**src/rtl/counter_load_rx_if.sv**
```systemverilog
// ---------------------------------------------------------------------------
// counter_load_rx_if
//   Groups the serial load front-end's line input and its counter-side
//   outputs into one bundle.
//
//   Signals:
//     rxd        serial line, idle high (driven by the line side)
//     wdata      last good byte, held until the next good frame
//     wr         one-cycle load strobe for the counter
//     frame_err  one-cycle pulse on a bad stop bit
//     busy       high while a frame is in progress
//
//   Modports:
//     master  the receiver: samples rxd, drives the counter-side outputs
//     slave   the surroundings: drive rxd, observe the receiver outputs
// ---------------------------------------------------------------------------
interface counter_load_rx_if #(
    parameter int DATA_W = 8
);
    logic              rxd;
    logic [DATA_W-1:0] wdata;
    logic              wr;
    logic              frame_err;
    logic              busy;

    modport master (
        input  rxd,
        output wdata,
        output wr,
        output frame_err,
        output busy
    );

    modport slave (
        output rxd,
        input  wdata,
        input  wr,
        input  frame_err,
        input  busy
    );
endinterface

```
**src/rtl/counter_load_rx.sv**
```systemverilog
// ---------------------------------------------------------------------------
// counter_load_rx
//   Serial load front-end for the 8-bit loadable counter. Receives 8N1 UART
//   frames on bus.rxd and turns each good byte into a one-cycle bus.wr
//   strobe with the byte on bus.wdata. A bad stop bit produces a one-cycle
//   bus.frame_err pulse instead, and the receiver then waits for the line
//   to return high before looking for another start edge.
//
//   Ports:
//     clk    system clock, rising edge
//     reset  asynchronous, active-low reset
//     bus    counter_load_rx_if.master (rxd in; wdata/wr/frame_err/busy out)
//
//   Parameters:
//     CLKS_PER_BIT  clk cycles per serial bit, 4..1023
//     DATA_W        payload bits per frame
// ---------------------------------------------------------------------------
module counter_load_rx #(
    parameter int CLKS_PER_BIT = 16,
    parameter int DATA_W       = 8
) (
    input  logic                   clk,
    input  logic                   reset,
    counter_load_rx_if.master      bus
);

    if (CLKS_PER_BIT < 4 || CLKS_PER_BIT > 1023) begin : g_bad_clks_per_bit
        $error("counter_load_rx: CLKS_PER_BIT=%0d outside 4..1023", CLKS_PER_BIT);
    end

    if (DATA_W < 2) begin : g_bad_data_w
        $error("counter_load_rx: DATA_W=%0d must be at least 2", DATA_W);
    end

    localparam int HALF  = CLKS_PER_BIT / 2;
    localparam int CNT_W = $clog2(CLKS_PER_BIT);
    localparam int BIT_W = (DATA_W > 1) ? $clog2(DATA_W) : 1;

    localparam logic [CNT_W-1:0] HALF_END = CNT_W'(HALF - 1);
    localparam logic [CNT_W-1:0] BIT_END  = CNT_W'(CLKS_PER_BIT - 1);
    localparam logic [BIT_W-1:0] LAST_BIT = BIT_W'(DATA_W - 1);

    typedef enum logic [2:0] {
        IDLE      = 3'd0,
        START     = 3'd1,
        DATA      = 3'd2,
        STOP      = 3'd3,
        WAIT_IDLE = 3'd4
    } state_t;

    state_t             state;
    state_t             state_n;
    logic [CNT_W-1:0]   cnt;
    logic [CNT_W-1:0]   cnt_n;
    logic [BIT_W-1:0]   bit_idx;
    logic [BIT_W-1:0]   bit_idx_n;
    logic               shift_en;
    logic               wr_n;
    logic               ferr_n;

    logic               rx_p0;
    logic               rx_s;
    logic               rx_prev;
    logic [DATA_W-1:0]  shift_p0;
    logic [DATA_W-1:0]  wdata_r;
    logic               wr_r;
    logic               ferr_r;

    // Stage 0: two-flop synchronizer on the asynchronous line, plus one
    // more flop of history for start-edge detection.
    always_ff @(posedge clk or negedge reset) begin
        if (!reset) begin
            rx_p0   <= 1'b1;
            rx_s    <= 1'b1;
            rx_prev <= 1'b1;
        end else begin
            rx_p0   <= bus.rxd;
            rx_s    <= rx_p0;
            rx_prev <= rx_s;
        end
    end

    // Next-state and strobe decode. wr_n/ferr_n are only registered, so
    // neither output has a combinational path from the line.
    always_comb begin
        state_n   = state;
        cnt_n     = cnt;
        bit_idx_n = bit_idx;
        shift_en  = 1'b0;
        wr_n      = 1'b0;
        ferr_n    = 1'b0;

        case (state)
            IDLE: begin
                if (rx_prev && !rx_s) begin
                    state_n = START;
                    cnt_n   = '0;
                end
            end

            START: begin
                // Re-check the line at mid start bit so a short glitch
                // does not start a frame.
                if (cnt == HALF_END) begin
                    cnt_n = '0;
                    if (!rx_s) begin
                        state_n   = DATA;
                        bit_idx_n = '0;
                    end else begin
                        state_n = IDLE;
                    end
                end else begin
                    cnt_n = cnt + 1'b1;
                end
            end

            DATA: begin
                if (cnt == BIT_END) begin
                    cnt_n    = '0;
                    shift_en = 1'b1;
                    if (bit_idx == LAST_BIT) begin
                        state_n = STOP;
                    end else begin
                        bit_idx_n = bit_idx + 1'b1;
                    end
                end else begin
                    cnt_n = cnt + 1'b1;
                end
            end

            STOP: begin
                // Leaving at mid stop bit lets a start edge that follows
                // the stop bit directly be seen from IDLE.
                if (cnt == BIT_END) begin
                    cnt_n = '0;
                    if (rx_s) begin
                        wr_n    = 1'b1;
                        state_n = IDLE;
                    end else begin
                        ferr_n  = 1'b1;
                        state_n = WAIT_IDLE;
                    end
                end else begin
                    cnt_n = cnt + 1'b1;
                end
            end

            WAIT_IDLE: begin
                // A held-low line (break) parks here until it goes high.
                if (rx_s) begin
                    state_n = IDLE;
                end
            end

            default: begin
                state_n = IDLE;
            end
        endcase
    end

    // Stage 1: control state, counters and registered outputs.
    always_ff @(posedge clk or negedge reset) begin
        if (!reset) begin
            state   <= IDLE;
            cnt     <= '0;
            bit_idx <= '0;
            wr_r    <= 1'b0;
            ferr_r  <= 1'b0;
            wdata_r <= '0;
        end else begin
            state   <= state_n;
            cnt     <= cnt_n;
            bit_idx <= bit_idx_n;
            wr_r    <= wr_n;
            ferr_r  <= ferr_n;
            if (wr_n) begin
                wdata_r <= shift_p0;
            end
        end
    end

    // Stage 1: payload shift register, LSB first; new bits enter at the
    // top so the first bit ends up in bit 0.
    always_ff @(posedge clk) begin
        if (shift_en) begin
            shift_p0 <= {rx_s, shift_p0[DATA_W-1:1]};
        end
    end

    assign bus.wdata     = wdata_r;
    assign bus.wr        = wr_r;
    assign bus.frame_err = ferr_r;
    assign bus.busy      = (state != IDLE);

endmodule

```
**src/flat_wrapper.sv**
```systemverilog
// flat-port wrapper written by rule: the top's interface ports become plain ports
module counter_load_rx_flat 
#(
    parameter int CLKS_PER_BIT = 16,
    parameter int DATA_W       = 8
)
  (clk, reset, bus_rxd, bus_wdata, bus_wr, bus_frame_err, bus_busy);
  counter_load_rx_if #(.DATA_W(DATA_W)) bus_i ();
  input  logic clk;
  input  logic reset;
  input wire logic [$bits(bus_i.rxd)-1:0] bus_rxd;
  output wire logic [$bits(bus_i.wdata)-1:0] bus_wdata;
  output wire logic [$bits(bus_i.wr)-1:0] bus_wr;
  output wire logic [$bits(bus_i.frame_err)-1:0] bus_frame_err;
  output wire logic [$bits(bus_i.busy)-1:0] bus_busy;
  assign bus_i.rxd = bus_rxd;
  assign bus_wdata = bus_i.wdata;
  assign bus_wr = bus_i.wr;
  assign bus_frame_err = bus_i.frame_err;
  assign bus_busy = bus_i.busy;
  counter_load_rx #(.CLKS_PER_BIT(CLKS_PER_BIT), .DATA_W(DATA_W)) u_core (.clk(clk), .reset(reset), .bus(bus_i));
endmodule
```
**config.mk**
```make
export PLATFORM = sky130hd
export DESIGN_NAME = counter_load_rx_flat
export DESIGN_NICKNAME = d
export VERILOG_FILES = /design/src/rtl/counter_load_rx_if.sv /design/src/rtl/counter_load_rx.sv /design/src/flat_wrapper.sv
export SDC_FILE = /design/constraint.sdc
export NUM_CORES = 1
export LEC_CHECK = 0
export CORE_MARGIN = 4
export CORE_UTILIZATION = 50
export CTS_CLUSTER_SIZE = 24
export DETAILED_ROUTE_END_ITERATION = 12
export PLACE_DENSITY = 0.72
export SLEW_MARGIN = 20
export SYNTH_ARGS = -nofsm -noshare
export SYNTH_HDL_FRONTEND = slang
export SYNTH_SLANG_ARGS = --single-unit
```
**constraint.sdc**
```tcl
create_clock -name clk -period 2 [get_ports clk]
set_clock_uncertainty 0.05 [all_clocks]
set_input_delay 0.2 -clock clk [delete_from_list [all_inputs] [get_ports clk]]
set_output_delay 0.2 -clock clk [all_outputs]
set_load 0.05 [all_outputs]
```
[Word-level counts from Yosys, hierarchy flattened]
Index checks and enable logic that the tools add are counted.
Cells by class
  eq/ne operators: 15
  reduce and logical (&&, ||, !) cells: 10
  add/subtract/negate cells: 2
  muxes and demuxes: 26
Operator list (number)
  $mux 3: 11
  $pmux 3 s5: 1
  $mux 4: 3
  $ne 2x1->1 const B: 6
  $pmux 4 s3: 1
  $mux 1: 8
  $eq 3x2->1 const B: 2
  $eq 3x3->1 const B: 2
  $pmux 3 s2: 1
  $reduce_and 6->1: 1
  $reduce_bool 3->1: 2
  $reduce_and 5->1: 1
  $add 4x1->4 const B: 1
  $eq 4x3->1 const B: 1
  $eq 4x4->1 const B: 1
  $ne 2x2->1 const B: 2
  $add 3x1->3 const B: 1
  $eq 3x1->1 const B: 1
  $logic_not 3->1: 1
  $mux 2: 1
  $reduce_and 2->1: 1
  $reduce_bool 2->1: 1
  $reduce_or 2->1: 1
  $logic_and 1x1->1: 1
  $logic_not 1->1: 1
Storage, ports and cells
  output and inout bits: 11
  input port bits: 3
  flip-flop bits (word level): 31
  logic and storage cells: 63

[Longest topological paths before layout]
Gate-level depths: netlist of the first run.
  depth in word-level cells: 4
  depth in mapped cells: 5

[Worst setup path after synthesis of the first run]
OpenSTA, ideal clock, no wires.
  kind: register to register
  start point: register u_core.bit_idx[0]
  end point: register u_core.bit_idx[1]
  required time: 1825 ps
  clock period less this slack: 1666 ps
  stages on the path, launching flop included: 6
  arrival: 1491 ps
  setup slack: 334 ps
  cells stage by stage: dfrtp_1 > ha_1 > ha_1 > and4bb_1 > o2111ai_1 > mux2_2
On the way
  longest elaborated chain between the ends: 4
  elaborated cells between the ends (all ways): 7
  those cells by class: add/sub (1); eq/ne (2); mux (3); reduce/logical (1)
RTL lines
  from (decl): RTL line counter_load_rx.sv:55  | logic [BIT_W-1:0] bit_idx;
  from (signal assigned): RTL line counter_load_rx.sv:173  | bit_idx <= bit_idx_n;
  $add 3x1->3: RTL line counter_load_rx.sv:124  | bit_idx_n = bit_idx + 1'b1;
  $mux 3: RTL line counter_load_rx.sv:121  | if (bit_idx == LAST_BIT) begin
  $mux 3: RTL line counter_load_rx.sv:118  | if (cnt == BIT_END) begin
  $pmux 3 s2: RTL line counter_load_rx.sv:93  | case (state)
Several ways; a longest one is shown, not always the timed one. The select of a mux whose other input is x is not followed.
A chain may end at the register's enable or synchronous reset.

[Worst setup path after layout of the first run]
Same ends and word-level chain as after synthesis.

==> results of run 1 <==
-- per-stage QoR --
| step | cells | setup slack [ns] | area [um2] | power, mW |
|---|---|---|---|---|
| 4_1_cts | 146 | 0.206 | 1560 | 1.39 |
| 6_report | 146 | 0.220 | 1560 | 1.36 |
| 5_1_grt | 146 | 0.101 | 1560 | 1.44 |
| 2_1_floorplan | 96 | 0.334 | 1320 | 0.859 |
| 3_3_place_gp | 138 | 0.291 | 1480 | 0.908 |
| 3_5_place_dp | 138 | 0.228 | 1480 | 0.914 |
-- cells in the mapped netlist (2+ instances only) --
| library cell | instances |
|---|---|
| ha_1 | 3 |
| dfrtp_1 | 20 |
| nor2_1 | 6 |
| nand3_1 | 3 |
| and3_1 | 2 |
| nand2_1 | 5 |
| a22o_1 | 4 |
| nand2b_1 | 2 |
| a21o_1 | 2 |
| dfstp_2 | 3 |
| mux2_2 | 11 |
| buf_2 | 2 |
| edfxtp_1 | 8 |
| a21oi_1 | 2 |
| inv_1 | 4 |
-- cells in the final DEF (no fill, tap or decap), drive strengths merged, types with 2 or more instances in the layout --
master and count:
dfrtp 20, inv 4, nand2b 2, and3 2, a21o 2, clkbuf 5
nor2 6, buf 5, edfxtp 8, dfstp 3, nand2 5, mux2 11
a21oi 2, ha 3, a22o 4, nand3 3, clkinv 2, clkdlybuf4s50 12
-- cell families (layout without fill, tap and decap cells) --
| kind of cell | after synthesis | in the layout | synth area share, % |
|---|---|---|---|
| mux | 12 | 12 | 10.1 |
| buf+inv | 9 | 29 | 3.69 |
| compound gates | 12 | 12 | 7.39 |
| fa+ha+maj | 3 | 3 | 2.84 |
| flops | 31 | 31 | 62.0 |
| simple gates | 29 | 29 | 13.9 |
-- area by class of cell --
type | instances | share of cell area [%]
inverter | 4 | 0.963
timing repair buffer | 17 | 10.1
clock inverter | 3 | 2.49
tap | 30 | 2.41
sequential | 31 | 52.6
multi-input combinational | 56 | 29.1
clock buffer | 5 | 2.41
-- worst reg2reg max path, delay by kind of cell, from the launching register on --
family                   cells  cell delay (ns)
AND/OR/NAND/NOR              1             0.22
AO/OA/AOI/OAI                1             0.32
flip-flops                   1             0.38
multiplexers                 1             0.38
adder cells (fa/ha/maj)      2             0.34
-- state kept, by name (all words and copies together) (netlist names), 3 cells and up --
signal	flops
u_core.cnt	4
u_core.bus.wdata	8
u_core.shift_p0	8
u_core.state	3
u_core.bit_idx	3
-- path summary, 6_finish.rpt --
check                           cells after the start  slack, ns                           from                            end
worst max-delay path                                5       0.22  u_core.bit_idx[0]$_DFFE_PN0P_  u_core.bit_idx[1]$_DFFE_PN0P_
worst min-delay path                                2       0.16                          reset    u_core.state[1]$_DFFE_PN0P_
worst max register to register                      5       0.22  u_core.bit_idx[0]$_DFFE_PN0P_  u_core.bit_idx[1]$_DFFE_PN0P_
worst min register to register                      0       0.31         u_core.rx_p0$_DFF_PN1_          u_core.rx_s$_DFF_PN1_
max in group asynchronous                           2       1.44                          reset         u_core.rx_p0$_DFF_PN1_
min in group clk                                    1       0.24                        bus_rxd         u_core.rx_p0$_DFF_PN1_
-- layer usage --
metal  wire (um)  up-vias  GRT usage [%]
li1            -      391              -
met1        1000      384           20.9
met2         879       23           19.5
met3         163        7           7.41
met4          51        0           7.77
met5           0        -              0
-- power groups by stage --
stage | logic, mW | clock network (mW) | registers, mW
after detailed placement | 0.180 | 0 | 0.734
after global placement | 0.176 | 0 | 0.732
after global routing | 0.201 | 0.514 | 0.728
after CTS | 0.180 | 0.486 | 0.721
final | 0.180 | 0.463 | 0.721
after floorplan | 0.148 | 0 | 0.711
==> reports/qor.csv, run 1 <==
stage,metric,value,unit
outcome,status,"finished, final reports clean",
final_layout,Final #Nets,121,
clock_tree,"Clk pin slew, worst setup/hold paths",0.10,ns
critical_path,Critical Path RT,2.16,ns
die,Starting Density,52.9,%
drt,first-pass iteration count of the detailed router,4,
critical_path,most frequent cell on the critical path,ha_1,
sta,f_max,562,MHz
drt,DR iter-0 viols,18,
synth,sequential area share after synthesis,62.0,%
clock_tree,H-tree levels,2,
final_layout,FILL cells,203,
global_route,largest net degree at the start of global routing,24,
drt,via/cell ratio,5.51,
global_route,global-route wire length before repair,3790,um
synth,synthesized area,0.00132,mm2
power_and_ir_drop,PwrDens,875,mW/mm2
power_and_ir_drop,Logic pwr share,13.2,%
synth,Synth Warn #,0,
clock_tree,number of CTS-inserted buffers,5,
sta,Final Cycle Share,89.0,%
final_layout,register area,820,um2
sta,"Hold Vio Cnt, Final",0,
die,core area,0.00250,mm2
critical_path,CP Launch Type,register,
die,Die Wd,59.4,um
synth,"EDFF count, synth",8,
sta,WHS,0.158,ns
critical_path,ordered list of cells on the worst path,"ha_1, ha_1, and4bb_1, o2111ai_1, mux2_2",
critical_path,Crit path largest cell delay,0.38,ns
power_and_ir_drop,switching share of power,25.3,%
synth,Synth Net Count,102,
final_layout,Area Overhead vs Synth,18.0,%
clock_tree,Sink Count,31,
global_route,GRT overflow,0,
drt,DRT Wirelength,2100,um
clock_tree,hold buffers post-CTS,0,
drt,DRC errors left,0,
final_layout,Diodes inserted,0,
place,gpl congestion,0.758,
place,dpl hpwl,1470,um
die,Rows,18,
sta,Final Max Slew Viols,0,
clock_tree,setup repair bufs after CTS,0,
global_route,vias in the first global route,819,
final_layout,Finished Core Util,62.4,%
synth,syn_area_per_cell,13.8,um2
critical_path,CP Max Fanout,3,
critical_path,WP buf/inv,0,
power_and_ir_drop,Int Pwr,1.02,mW
clock_tree,TritonCTS clock tree,built,
critical_path,"slowest stage cell, crit path",dfrtp_1,
sta,final setup vio count,0,
global_route,Total Routing Usage GR,15.2,%
sta,worst slew pin tran,0.504,ns
clock_tree,CTS resizes,0,
sta,unrepaired setup endpoints after global routing,no,
global_route,initial antenna violation count,0,
power_and_ir_drop,sequential group share of total power,52.9,%
die,I/O pin count,14,
critical_path,Worst Setup End Kind,register,
synth,Yosys top cell area share,37.9,%
synth,"FFs w/ async S/R, synth",74.2,%
power_and_ir_drop,NetSw,0.345,mW
synth,"top cells by area, synth","dfrtp_1 (38%), edfxtp_1 (18%), mux2_2 (9.4%)",
power_and_ir_drop,VDD IR-drop max,0.000653,V
drt,Via Count,805,
place,Port Buffers,13,
die,height of the die,59.4,um
clock_tree,clk buf depth,2,
power_and_ir_drop,Lkg Pwr,0.715,nW
drt,final antenna-violating net count,0,
sta,final total negative setup slack,0,ns
worst_hold_path,Hold WC Path Type,in -> async,
synth,"Top FF cell, synth",dfrtp_1,
synth,register bit total from synthesis,31,
power_and_ir_drop,Clock power frac,34.0,%
final_layout,Multi-input gate area,453,um2
sta,Tmin final,1.78,ns
critical_path,CP arrival,1.94,ns
critical_path,CP top delay family,flip-flops,
clock_tree,clk_lat worst skew,0.33,ns
drt,wire length per cell,14.3,um
sta,slew margin rel.,66.3,%
clock_tree,CTS root buf,clkbuf_4,
synth,post-synth cell types,34,
synth,dominant cell type by area after synthesis,dfrtp_1,
job,Max Cap Violations,0,
critical_path,Setup CP Type,reg -> reg,
final_layout,share of layout cells above drive strength 1,24.1,%
synth,Cells after Synth,96,
die,die area,0.00353,mm2
Note: power is estimated with default switching activity, not from simulation.
==> inputs of run 2 (changes only) <==
--- a/config.mk
+++ b/config.mk
@@ -9,7 +9,7 @@
 export CORE_UTILIZATION = 50
 export CTS_CLUSTER_SIZE = 24
 export DETAILED_ROUTE_END_ITERATION = 12
-export PLACE_DENSITY = 0.72
+export DONT_BUFFER_PORTS = 1
 export SLEW_MARGIN = 20
 export SYNTH_ARGS = -nofsm -noshare
 export SYNTH_HDL_FRONTEND = slang
==> reports/qor.csv, run 2 (synthesis gave the netlist of run 1 again) <==
stage,metric,value,unit
outcome,status,"finished, final reports clean",
clock_tree,hold buffers post-CTS,2,
sta,final total negative setup slack,0,ns
place,Port Buffers,0,
global_route,global-route wire length before repair,3610,um
final_layout,Diodes inserted,0,
critical_path,Critical Path RT,1.75,ns
sta,Final Cycle Share,91.6,%
clock_tree,H-tree levels,2,
drt,final antenna-violating net count,0,
final_layout,Final #Nets,110,
power_and_ir_drop,PwrDens,954,mW/mm2
power_and_ir_drop,VDD IR-drop max,0.000647,V
critical_path,CP top delay family,simple AND/OR/NAND/NOR gates,
global_route,met1 global-route usage,17.1,%
final_layout,Finished Core Util,58.4,%
drt,Via Count,766,
clock_tree,CTS root buf,clkbuf_4,
clock_tree,Sink Count,31,
global_route,grt met2 use,22.3,%
die,core area,0.00250,mm2
global_route,vias in the first global route,767,
sta,unrepaired setup endpoints after global routing,no,
critical_path,CP Max Fanout,13,
clock_tree,CTS resizes,0,
global_route,GRT overflow,0,
final_layout,Area Overhead vs Synth,10.4,%
place,gpl congestion,0.762,
global_route,initial antenna violation count,0,
die,Starting Density,52.9,%
sta,worst slew pin tran,0.519,ns
drt,wire length per cell,15.5,um
sta,final setup vio count,0,
critical_path,ordered list of cells on the worst path,"nor2_1, nand2_1",
final_layout,most frequent cells in the layout,"dfrtp_1 (20), mux2_2 (11), edfxtp_1 (8), nor2_1 (6)",
global_route,largest net degree at the start of global routing,24,
die,Die Wd,59.4,um
critical_path,Worst Setup End Kind,output pin,
die,Rows,18,
global_route,Total Routing Usage GR,14.1,%
worst_hold_path,Hold WC Path Type,reg -> reg,
final_layout,"most common cell after layout, fill and taps aside",dfrtp_1,
place,dpl hpwl,1350,um
drt,DRC errors left,0,
critical_path,CP arrival,1.58,ns
drt,DRT Wirelength,2090,um
sta,Tmin final,1.83,ns
clock_tree,TritonCTS clock tree,built,
critical_path,WP buf/inv,0,
drt,via/cell ratio,5.67,
die,die area,0.00353,mm2
drt,first-pass iteration count of the detailed router,4,
critical_path,"slowest stage cell, crit path",dfrtp_1,
clock_tree,"Clk pin slew, worst setup/hold paths",0.09,ns
clock_tree,number of CTS-inserted buffers,5,
critical_path,Setup CP Type,reg -> out,
power_and_ir_drop,Lkg Pwr,0.681,nW
clock_tree,clk buf depth,2,
clock_tree,setup repair bufs after CTS,0,
die,height of the die,59.4,um
drt,DR iter-0 viols,20,
critical_path,CP Launch Type,register,
sta,slew margin rel.,65.4,%
sta,"Hold Vio Cnt, Final",0,
clock_tree,clk_lat worst skew,0.32,ns
sta,f_max,546,MHz
global_route,global routing's busiest layer,met2,
global_route,met3 Track Usage GR,6.10,%
power_and_ir_drop,Tot Pwr,1.39,mW
final_layout,share of layout cells above drive strength 1,26.7,%
die,I/O pin count,14,
sta,Final Max Slew Viols,0,
critical_path,Crit path largest cell delay,0.54,ns
job,Max Cap Violations,0,
## run 2: changes by cell type in the layout (fill, tap and decap cells not counted)
cell / before / now
buf_2: 0 / 1
buf_4: 5 / 3
clkbuf_8: 0 / 1
clkdlybuf4s50_1: 12 / 0
clkinv_1: 1 / 0
dlygate4sd3_1: 0 / 2
## run 2: area by class of cell
type                       instances  area [um2]
clock inverter                     2        35.0
fill                             200        1040
tap                               30        37.5
clock buffer                       6        51.3
inverter                           4        15.0
multi-input combinational         56         453
timing repair buffer               6        47.5
sequential                        31         820
## run 2: worst paths after layout
kind / from / endpoint / slack (ns) / cells past startpoint
max: u_core.state[1]$_DFFE_PN0P_ / bus_busy / 0.17 / 2
min: u_core.rx_p0$_DFF_PN1_ / u_core.rx_s$_DFF_PN1_ / 0.31 / 0
max reg2reg: u_core.bit_idx[0]$_DFFE_PN0P_ / u_core.bit_idx[1]$_DFFE_PN0P_ / 0.21 / 5
min reg2reg: u_core.rx_p0$_DFF_PN1_ / u_core.rx_s$_DFF_PN1_ / 0.31 / 0
max in group asynchronous: reset / u_core.rx_p0$_DFF_PN1_ / 1.21 / 2
min in group asynchronous: reset / u_core.cnt[2]$_DFFE_PN0P_ / 0.33 / 2
## run 2: routing by layer
layer,part of all wire [%],routed length [um],vias to the layer above
li1,-,-,368
met1,47,973,377
met2,47,990,19
met3,5.2,109,2
met4,0.72,15,0
met5,0,0,-
## run 2: per-stage QoR
step | instances | instance area (um2) | setup slack [ns] | hold slack [ns]
after detailed placement | 124 | 1350 | 0.222 | -0.145
after floorplan | 96 | 1320 | 0.334 | -0.146
after global placement | 124 | 1350 | 0.281 | -0.145
final | 135 | 1460 | 0.168 | 0.310
after CTS | 134 | 1450 | 0.125 | 0.312
after global routing | 135 | 1460 | 0.0300 | 0.321
## run 2: power by group
part | internal [mW] | total, mW | leakage (nW) | switching, mW
Sequential | 0.680 | 0.721 | 0.380 | 0.0407
Clock | 0.295 | 0.500 | 0.0482 | 0.205
Combinational | 0.0737 | 0.171 | 0.253 | 0.0969
==> inputs of run 3 (changes only) <==
--- a/config.mk
+++ b/config.mk
@@ -10,7 +10,6 @@
 export CTS_CLUSTER_SIZE = 24
 export DETAILED_ROUTE_END_ITERATION = 12
 export DONT_BUFFER_PORTS = 1
-export SLEW_MARGIN = 20
 export SYNTH_ARGS = -nofsm -noshare
 export SYNTH_HDL_FRONTEND = slang
 export SYNTH_SLANG_ARGS = --single-unit
==> reports/qor.csv, run 3 (synthesis gave the netlist of run 1 again) <==
stage,metric,value,unit
outcome,status,"finished, final reports clean",
sta,unrepaired setup endpoints after global routing,no,
clock_tree,TritonCTS clock tree,built,
critical_path,FF-to-FF setup slack,0.21,ns
clock_tree,Sink Count,31,
final_layout,Diodes inserted,0,
sta,Final Cycle Share,91.8,%
critical_path,CP arrival,1.59,ns
drt,first-pass iteration count of the detailed router,4,
drt,final antenna-violating net count,0,
place,gpl congestion,0.762,
global_route,global-route wire length before repair,3610,um
sta,"Hold Vio Cnt, Final",0,
die,height of the die,59.4,um
sta,worst slew pin tran,1.04,ns
drt,DRC errors left,0,
worst_hold_path,Worst Hold End,u_core.rx_s$_DFF_PN1_,
sta,final setup vio count,0,
global_route,Total Routing Usage GR,14.1,%
final_layout,"Design Area, Final",0.00145,mm2
die,Starting Density,52.9,%
drt,via/cell ratio,5.72,
place,dpl hpwl,1350,um
critical_path,CP Launch Type,register,
clock_tree,clk buf depth,2,
die,Die Wd,59.4,um
clock_tree,H-tree levels,2,
sta,final total negative setup slack,0,ns
clock_tree,hold buffers post-CTS,2,
power_and_ir_drop,VDD IR-drop max,0.000647,V
power_and_ir_drop,Lkg Pwr,0.678,nW
power_and_ir_drop,switching share of power,24.6,%
die,core area,0.00250,mm2
final_layout,"most common cell after layout, fill and taps aside",dfrtp_1,
global_route,vias in the first global route,767,
power_and_ir_drop,PwrDens,957,mW/mm2
final_layout,share of layout cells above drive strength 1,26.0,%
place,Placed Instance Area,0.00135,mm2
drt,wire length per cell,15.6,um
worst_hold_path,Hold WC Path Type,reg -> reg,
drt,DRT Wirelength,2090,um
drt,Via Count,766,
power_and_ir_drop,Int Pwr,1.05,mW
clock_tree,number of CTS-inserted buffers,5,
power_and_ir_drop,Logic pwr share,12.2,%
power_and_ir_drop,NetSw,0.342,mW
sta,WHS,0.310,ns
worst_hold_path,Hold Startpoint,u_core.rx_p0$_DFF_PN1_,
job,Max Cap Violations,0,
worst_hold_path,hold path depth,0,
critical_path,CP Max Fanout,13,
global_route,GRT overflow,0,
power_and_ir_drop,sequential group share of total power,51.8,%
critical_path,reg2reg path depth,5,
global_route,initial antenna violation count,0,
die,die area,0.00353,mm2
final_layout,Area Overhead vs Synth,10.0,%
clock_tree,CTS root buf,clkbuf_4,
power_and_ir_drop,Clock power frac,35.9,%
final_layout,most frequent cells in the layout,"dfrtp_1 (20), mux2_2 (11), edfxtp_1 (8), nor2_1 (6)",
final_layout,Multi-input gate area,453,um2
sta,slew margin rel.,30.3,%
final_layout,register area,820,um2
sta,Final Max Slew Viols,0,
critical_path,Setup CP Type,reg -> out,
clock_tree,"Clk pin slew, worst setup/hold paths",0.09,ns
final_layout,FILL cells,201,
critical_path,worst r2r src,u_core.bit_idx[0]$_DFFE_PN0P_,
global_route,largest net degree at the start of global routing,24,
final_layout,Final #Nets,109,
drt,DR iter-0 viols,20,
sta,f_max,545,MHz
critical_path,Worst Setup End Kind,output pin,
die,Rows,18,
die,I/O pin count,14,
clock_tree,clk_lat worst skew,0.32,ns
clock_tree,setup repair bufs after CTS,0,
critical_path,RR Endpoint,u_core.bit_idx[1]$_DFFE_PN0P_,
sta,Tmin final,1.84,ns
place,Port Buffers,0,
clock_tree,CTS resizes,0,
critical_path,Critical Path RT,1.75,ns
run 3: cell types whose count changed in the layout (fill, tap and decap cells not counted), sizes merged:
cell  change
buf       -1
run 3: power groups by stage:
stage | logic, mW | registers, mW | clock network [mW]
detailed placement | 0.159 | 0.735 | 0
floorplan | 0.148 | 0.711 | 0
global route | 0.188 | 0.728 | 0.548
CTS | 0.171 | 0.722 | 0.526
global placement | 0.154 | 0.733 | 0
finish | 0.170 | 0.721 | 0.500
run 3: worst max-delay path by stage:
stage | startpoint | to | slack [ns] | cells after the start
6_report | u_core.state[1]$_DFFE_PN0P_ | bus_busy | 0.16 | 2
5_1_grt | u_core.state[1]$_DFFE_PN0P_ | bus_busy | 0.03 | 2
4_1_cts | u_core.state[1]$_DFFE_PN0P_ | bus_busy | 0.13 | 2
3_5_place_dp | u_core.bit_idx[0]$_DFFE_PN0P_ | u_core.bit_idx[1]$_DFFE_PN0P_ | 0.22 | 5
3_3_place_gp | u_core.bit_idx[0]$_DFFE_PN0P_ | u_core.bit_idx[1]$_DFFE_PN0P_ | 0.28 | 5
2_1_floorplan | u_core.bit_idx[0]$_DFFE_PN0P_ | u_core.bit_idx[1]$_DFFE_PN0P_ | 0.33 | 5
run 3: area by class of cell:
class | count | share of cell area [%]
multi-input cells | 56 | 31.2
inverters | 4 | 1.03
well taps | 30 | 2.58
clock inverters | 2 | 2.41
flip-flops and latches | 31 | 56.4
clock buffers | 6 | 3.53
repair buffers | 5 | 2.93
run 3: layer usage:
metal / track usage (%) / part of all wire [%]
met1: 17.1 / 46
met2: 22.3 / 47
met3: 6.10 / 6.1
met4: 4.85 / 0.72
met5: 0 / 0
run 3: worst max-delay path, stage by stage, from the launching register on:
cell,delay (ns)
dfrtp_1,0.54
nor2_1,0.34
nand2_1,0.38
run 3: per-stage QoR:
step	setup WS (ns)	power [mW]	instances	util, %
2_1_floorplan	0.334	0.859	96	-
3_3_place_gp	0.281	0.887	124	53.9
3_5_place_dp	0.222	0.893	124	53.9
4_1_cts	0.125	1.42	134	58.2
5_1_grt	0.0300	1.46	134	58.2
6_report	0.164	1.39	134	58.2
